===== config.mk =====
export PLATFORM = sky130hd
export DESIGN_NAME = pad_trigger_arbiter
export DESIGN_NICKNAME = d
export VERILOG_FILES = /design/src/rtl/pad_trigger_arbiter.sv
export SDC_FILE = /design/constraint.sdc
export NUM_CORES = 1
export LEC_CHECK = 0
export CORE_UTILIZATION = 49
export CTS_CLUSTER_SIZE = 10
export DETAILED_ROUTE_END_ITERATION = 16
export GPL_TIMING_DRIVEN = 0
export PLACE_DENSITY_LB_ADDON = 0.25
export SYNTH_ARGS = -nofsm -noshare
export SYNTH_HDL_FRONTEND = slang
export SYNTH_SLANG_ARGS = --single-unit

===== constraint.sdc =====
create_clock -name clk -period 6.65 [get_ports clk]
set_clock_uncertainty 0.05 [all_clocks]
set_input_delay 1.33 -clock clk [delete_from_list [all_inputs] [get_ports clk]]
set_output_delay 1.33 -clock clk [all_outputs]
set_load 0.02 [all_outputs]

===== src/rtl/pad_trigger_arbiter.sv =====
// pad_trigger_arbiter
// Captures rising edges on N_IN pad-trigger lines into a pending register and
// hands them out one channel index at a time over a valid/ready slot.
// Arbitration is fixed priority (highest index) or round-robin, chosen per
// selection by rr_en. Hits lost to a re-trigger of a still-pending channel are
// counted in a saturating counter. All outputs come straight from registers.
module pad_trigger_arbiter #(
  parameter int N_IN   = 8,
  parameter int DROP_W = 8,
  localparam int IDX_W = $clog2(N_IN)
) (
  input  logic              clk,
  input  logic              rst_n,
  input  logic [N_IN-1:0]   trig_in,
  input  logic              rr_en,
  output logic              out_valid,
  output logic [IDX_W-1:0]  out_idx,
  input  logic              out_ready,
  output logic [N_IN-1:0]   pending,
  output logic [DROP_W-1:0] drop_cnt
);

  // Up to 32 drops can land in one cycle, so 6 bits hold the per-cycle count.
  localparam int CNT_W = 6;
  localparam int SUM_W = DROP_W + CNT_W;
  localparam logic [DROP_W-1:0] DROP_MAX = {DROP_W{1'b1}};

  logic [N_IN-1:0]   trig_prev_r;
  logic [IDX_W-1:0]  ptr_r;

  logic [N_IN-1:0]   rise_s;
  logic              free_s;
  logic              load_s;
  logic [IDX_W-1:0]  fix_idx_s;
  logic [IDX_W-1:0]  rr_idx_s;
  logic [IDX_W-1:0]  win_s;
  logic [N_IN-1:0]   clear_s;
  logic [N_IN-1:0]   drop_bits_s;
  logic [CNT_W-1:0]  drop_num_s;
  logic [SUM_W-1:0]  drop_sum_s;
  logic [N_IN-1:0]   pending_next_s;
  logic [DROP_W-1:0] drop_next_s;

  // Number of set bits in a drop vector.
  function automatic logic [CNT_W-1:0] popcount(input logic [N_IN-1:0] v);
    logic [CNT_W-1:0] n;
    n = '0;
    for (int i = 0; i < N_IN; i++) begin
      n = n + CNT_W'(v[i]);
    end
    return n;
  endfunction

  // Edge detect and slot availability.
  always_comb begin
    rise_s = trig_in & ~trig_prev_r;
    free_s = !out_valid || out_ready;
    load_s = free_s && (pending != '0);
  end

  // Fixed-priority winner: scanning upward, the last set bit seen is the highest.
  always_comb begin
    fix_idx_s = '0;
    for (int i = 0; i < N_IN; i++) begin
      if (pending[i]) begin
        fix_idx_s = IDX_W'(i);
      end else begin
        fix_idx_s = fix_idx_s;
      end
    end
  end

  // Round-robin winner: scan offsets from farthest to nearest after ptr, so the
  // nearest set channel after ptr (with wrap) is what remains.
  always_comb begin
    rr_idx_s = '0;
    for (int k = N_IN; k >= 1; k--) begin
      if (pending[(int'(ptr_r) + k) % N_IN]) begin
        rr_idx_s = IDX_W'((int'(ptr_r) + k) % N_IN);
      end else begin
        rr_idx_s = rr_idx_s;
      end
    end
  end

  // Pick the winner, clear its pending bit on load, and account for drops.
  always_comb begin
    win_s = rr_en ? rr_idx_s : fix_idx_s;
    for (int i = 0; i < N_IN; i++) begin
      clear_s[i] = load_s && (win_s == IDX_W'(i));
    end
    // A re-trigger of the channel being loaded this cycle is a fresh hit.
    drop_bits_s    = rise_s & pending & ~clear_s;
    drop_num_s     = popcount(drop_bits_s);
    drop_sum_s     = SUM_W'(drop_cnt) + SUM_W'(drop_num_s);
    pending_next_s = (pending & ~clear_s) | rise_s;
    if (drop_sum_s > SUM_W'(DROP_MAX)) begin
      drop_next_s = DROP_MAX;
    end else begin
      drop_next_s = drop_sum_s[DROP_W-1:0];
    end
  end

  // State and output registers; reset clears everything, ptr parks at N_IN-1.
  always_ff @(posedge clk) begin
    if (!rst_n) begin
      trig_prev_r <= '0;
      pending     <= '0;
      out_valid   <= 1'b0;
      out_idx     <= '0;
      drop_cnt    <= '0;
      ptr_r       <= IDX_W'(N_IN - 1);
    end else begin
      trig_prev_r <= trig_in;
      pending     <= pending_next_s;
      drop_cnt    <= drop_next_s;
      if (load_s) begin
        out_valid <= 1'b1;
        out_idx   <= win_s;
        ptr_r     <= win_s;
      end else if (free_s) begin
        out_valid <= 1'b0;
      end else begin
        out_valid <= out_valid;
      end
    end
  end

endmodule


==> out/qor.csv <==
metric,value,unit
fraction of the yosys area taken by sequential cells,0.234,
Slowest Stage Delay on Critical Path,0.57,ns
post-synthesis mux area share,0.174,
category of the worst setup path launch point,register,
sum of routed wire length over all layers,7560,um
R2R setup slack,0.28,ns
dominant cells by area after synthesis,"sky130_fd_sc_hd__dfxtp_1 23%, sky130_fd_sc_hd__mux4_2 5.9%, sky130_fd_sc_hd__mux2i_1 4.1%",
worst hold path depth,2,
"Hold Violations, Final",0,
routed via count divided by cell count,6.18,
Detailed Route Iter0 Violations,242,
number of instances in the synthesized netlist,310,
"Slowest-stage cell, CP",sky130_fd_sc_hd__fa_1,
internal power,943,uW
number of pins with negative max-slew slack in the final report,0,
startpoint of the worst register-to-register path,ptr_r[0]$_SDFFE_PN1P_,
pre-CTS setup slack,-0.848,ns
Clock Path Buffers,2,
required time at the worst-slack endpoint,6.78,ns
endpoint of the worst register-to-register path,drop_cnt[6]$_SDFF_PN0_,
setup violators final,0,
routed length per instance,17.5,um
clock transition at the register clock pins on the worst setup and hold paths after CTS,0.07,ns
clock power share,0.109,
max-capacitance violation count,0,
initial antenna violation count,0,
Post-Syn Nets,335,
total inserted antenna cells,0,
CTS root buffer,sky130_fd_sc_hd__clkbuf_8,
netlist area before placement,2660,um^2
worst hold margin,0.411,ns
initial core utilization,0.514,
highest clock rate,0.157,GHz
fill cell total of the finished layout,437,
Hold Startpoint,out_idx[1]$_SDFFE_PN0P_,
number of buffers added by the clock tree synthesis step,5,
fraction of the mapped netlist area in adder cells,0.0753,
combinational cell fraction of total power,0.752,
proportion of layout cells with a drive suffix above 1,0.207,
clk sinks,31,
most frequent standard cell in the layout excluding fill and tap cells,sky130_fd_sc_hd__clkdlybuf4s50_1,
type of element capturing the critical path,register,
count of pins on the block boundary,32,
insertion delay to the later sink of the worst-skew pair,0.29,ns
worst setup path class,register to register,
sequential share of power,0.139,
count of warnings emitted by yosys,0,
dpl hpwl,5380,um
worst setup slack after layout,0.281,ns
syn avg cell area,8.57,um^2
P&R area growth vs syn,27.8,%
Synth area leader,sky130_fd_sc_hd__dfxtp_1,
final worst-path cycle share,0.958,
First-pass DRT Iterations,6,
parity-gate share of the synthesized area counting xor and xnor cells,0.0264,
Finished Core Util,0.657,
switching power share of the total,0.474,
largest net degree at the start of global routing,19,
gp weighted congestion,0.944,
# nets final,387,
Die ar.,5720,um^2
slew at the pin closest to its max-slew limit,0.728,ns
Compound-Gate Fraction of Synth Area,0.221,
wire length of the first global-routing pass,11700,um
dominant combinational cell family by area after synthesis,compound AO/OA/AOI/OAI gates,
Leak Pwr,0.00136,uW
via count,2674,
number of enable-type register cells in the synthesized netlist,0,
Switch Pwr,850,uW
clock tree from TritonCTS,built,
IR Drop Worst-Case VDD,308,uV
grt total ovfl,0,
worst-case headroom to the max-slew limit,0.510,
Min-Delay Path Class,register to register,
Die Height,75.6,um
core outline area,5170,um^2
result of the run,"finished, final reports clean",
library cells used by synthesis,60,
post-layout total power,1790,uW
number of storage elements in the synthesis netlist,31,
post-synth top area share,0.234,
Post-CTS Hold Fix Bufs,0,
DRC violation count after routing,0,
Top delay family on crit path,adder cells,
width of the die,75.6,um
maximum fanout count along the critical path,19,
number of H-tree branching levels,2,
via count of the first global-routing pass,2385,
length in cells of the worst reg-to-reg path,27,
Power Dens Cells,528,nW/um^2
global router's overall resource usage,0.277,
antenna-violating nets left,0,
Synth async-reset ratio,0,
Main synth FF type,sky130_fd_sc_hd__dfxtp_1,
time the final worst path needs with I/O delays and setup,6.37,ns
simple-gate area share of the yosys netlist,0.207,
"commonest non-fill, non-tap cells in the layout","31 x sky130_fd_sc_hd__clkdlybuf4s50_1, 30 x sky130_fd_sc_hd__dfxtp_1, 23 x sky130_fd_sc_hd__nand2_1, 17 x sky130_fd_sc_hd__nor2_1, 15 x sky130_fd_sc_hd__buf_4",
Worst Hold Endpoint,out_idx[1]$_SDFFE_PN0P_,
Core Rows,26,
count of buffers inserted at the top-level ports,31,
signal arrival time at the worst endpoint,6.50,ns
buffers plus inverters on the worst setup path,8,
-- worst register-to-register path, cell delays in order, from the launching register on --
cell and delay [ns]:
sky130_fd_sc_hd__dfxtp_2 0.37, sky130_fd_sc_hd__buf_8 0.13, sky130_fd_sc_hd__buf_8 0.17, sky130_fd_sc_hd__inv_2 0.09, sky130_fd_sc_hd__ha_1 0.31, sky130_fd_sc_hd__buf_6 0.14
sky130_fd_sc_hd__clkbuf_4 0.17, sky130_fd_sc_hd__mux2i_1 0.18, sky130_fd_sc_hd__a22oi_1 0.30, sky130_fd_sc_hd__a31oi_1 0.18, sky130_fd_sc_hd__o41ai_1 0.42, sky130_fd_sc_hd__a31oi_2 0.26
sky130_fd_sc_hd__a21boi_4 0.25, sky130_fd_sc_hd__a211oi_2 0.10, sky130_fd_sc_hd__fa_1 0.51, sky130_fd_sc_hd__inv_1 0.06, sky130_fd_sc_hd__fa_1 0.53, sky130_fd_sc_hd__inv_1 0.06
sky130_fd_sc_hd__fa_1 0.57, sky130_fd_sc_hd__fa_2 0.22, sky130_fd_sc_hd__inv_1 0.06, sky130_fd_sc_hd__fa_2 0.35, sky130_fd_sc_hd__nor2b_1 0.12, sky130_fd_sc_hd__o21ai_0 0.09
sky130_fd_sc_hd__nand2b_1 0.12, sky130_fd_sc_hd__nand2_2 0.09, sky130_fd_sc_hd__nor4bb_1 0.28, sky130_fd_sc_hd__nor3_1 0.08
-- flip-flops by register name, indices dropped and copies added (netlist names) --
name	count
ptr_r	3
out_idx	3
pending	8
drop_cnt	8
trig_prev_r	8
out_valid	1
-- area by class of cell --
class                   instances  area (um^2)  share of cell area
plain buffers                  21          123              0.0361
multi-input cells             240         1960               0.576
repair buffers                 47          430               0.127
clock inverters                 2         35.0              0.0103
inverters                      16         60.1              0.0177
well taps                      70         87.6              0.0258
clock buffers                   6         82.6              0.0243
flip-flops and latches         31          622               0.183
-- cells in the mapped netlist, types with 3 or more instances --
| library cell | n |
|---|---|
| sky130_fd_sc_hd__nand2_1 | 24 |
| sky130_fd_sc_hd__nor3_1 | 4 |
| sky130_fd_sc_hd__mux4_2 | 7 |
| sky130_fd_sc_hd__a31oi_1 | 13 |
| sky130_fd_sc_hd__buf_2 | 5 |
| sky130_fd_sc_hd__a21oi_1 | 13 |
| sky130_fd_sc_hd__nor2b_1 | 13 |
| sky130_fd_sc_hd__mux2_2 | 9 |
| sky130_fd_sc_hd__clkbuf_1 | 13 |
| sky130_fd_sc_hd__or2_2 | 3 |
| sky130_fd_sc_hd__ha_1 | 8 |
| sky130_fd_sc_hd__o21ai_0 | 14 |
| sky130_fd_sc_hd__nor2_1 | 18 |
| sky130_fd_sc_hd__nor4_1 | 3 |
| sky130_fd_sc_hd__and2_1 | 12 |
| sky130_fd_sc_hd__nand2b_1 | 8 |
| sky130_fd_sc_hd__mux2i_1 | 11 |
| sky130_fd_sc_hd__nand4_1 | 3 |
| sky130_fd_sc_hd__nand3_1 | 6 |
| sky130_fd_sc_hd__mux4_1 | 3 |
| sky130_fd_sc_hd__a221oi_1 | 3 |
| sky130_fd_sc_hd__xor2_1 | 6 |
| sky130_fd_sc_hd__a21o_1 | 3 |
| sky130_fd_sc_hd__a22oi_1 | 4 |
| sky130_fd_sc_hd__dfxtp_1 | 31 |
| sky130_fd_sc_hd__buf_1 | 3 |
| sky130_fd_sc_hd__fa_1 | 5 |
| sky130_fd_sc_hd__o211ai_1 | 4 |
| sky130_fd_sc_hd__inv_1 | 15 |
| sky130_fd_sc_hd__nor3b_1 | 4 |
| sky130_fd_sc_hd__a41oi_1 | 4 |
-- power by group through the flow --
stage                     Combinational [uW]  Clock, uW  Sequential (uW)
final                                   1350        196              249
after global routing                    1440        206              255
after CTS                               1220        197              249
after detailed placement                1100          0              252
after global placement                  1080          0              251
after floorplan                          800          0              279
-- stage by stage --
stage	std cells	area [um^2]	setup TNS, ns
floorplan	310	2660	0
global placement	411	3060	-5.34
detailed placement	411	3060	-6.37
CTS	423	3280	0
global route	433	3400	-0.0165
finish	433	3400	0
-- logic make-up after synthesis --
group / after synthesis
muxes: 31
adders and majority gates: 13
xor gates and xnor gates: 8
DFF: 31
and+or+nand+nor: 104
AOI/OAI and AO/OA: 84
buffers and inverters: 39
-- worst max path at each step --
| stage | start | end | slack [ns] | cells after the start |
|---|---|---|---|---|
| 6_report | ptr_r[0]$_SDFFE_PN1P_ | drop_cnt[6]$_SDFF_PN0_ | 0.28 | 27 |
| 3_3_place_gp | ptr_r[0]$_SDFFE_PN1P_ | drop_cnt[1]$_SDFF_PN0_ | -0.71 | 29 |
| 2_1_floorplan | ptr_r[0]$_SDFFE_PN1P_ | drop_cnt[6]$_SDFF_PN0_ | 0.13 | 27 |
| 4_1_cts | ptr_r[0]$_SDFFE_PN1P_ | drop_cnt[7]$_SDFF_PN0_ | 0.01 | 25 |
| 5_1_grt | ptr_r[1]$_SDFFE_PN1P_ | drop_cnt[6]$_SDFF_PN0_ | -0.01 | 25 |
| 3_5_place_dp | ptr_r[0]$_SDFFE_PN1P_ | drop_cnt[2]$_SDFF_PN0_ | -0.85 | 28 |
-- timing repair --
item,in CTS,in global routing
setup buffers,5,11
resized for setup,19,20
hold endpoints to repair,0,0
pin swaps,3,11
setup endpoints to repair,8,8
-- metal layers --
layer	GRT usage	up-vias	wire, um
met1	0.374	1258	3110
met5	0	-	0
met2	0.459	143	3790
li1	-	1256	-
met3	0.0450	17	524
met4	0.0823	0	127
Power figures use the tool's default switching activity.
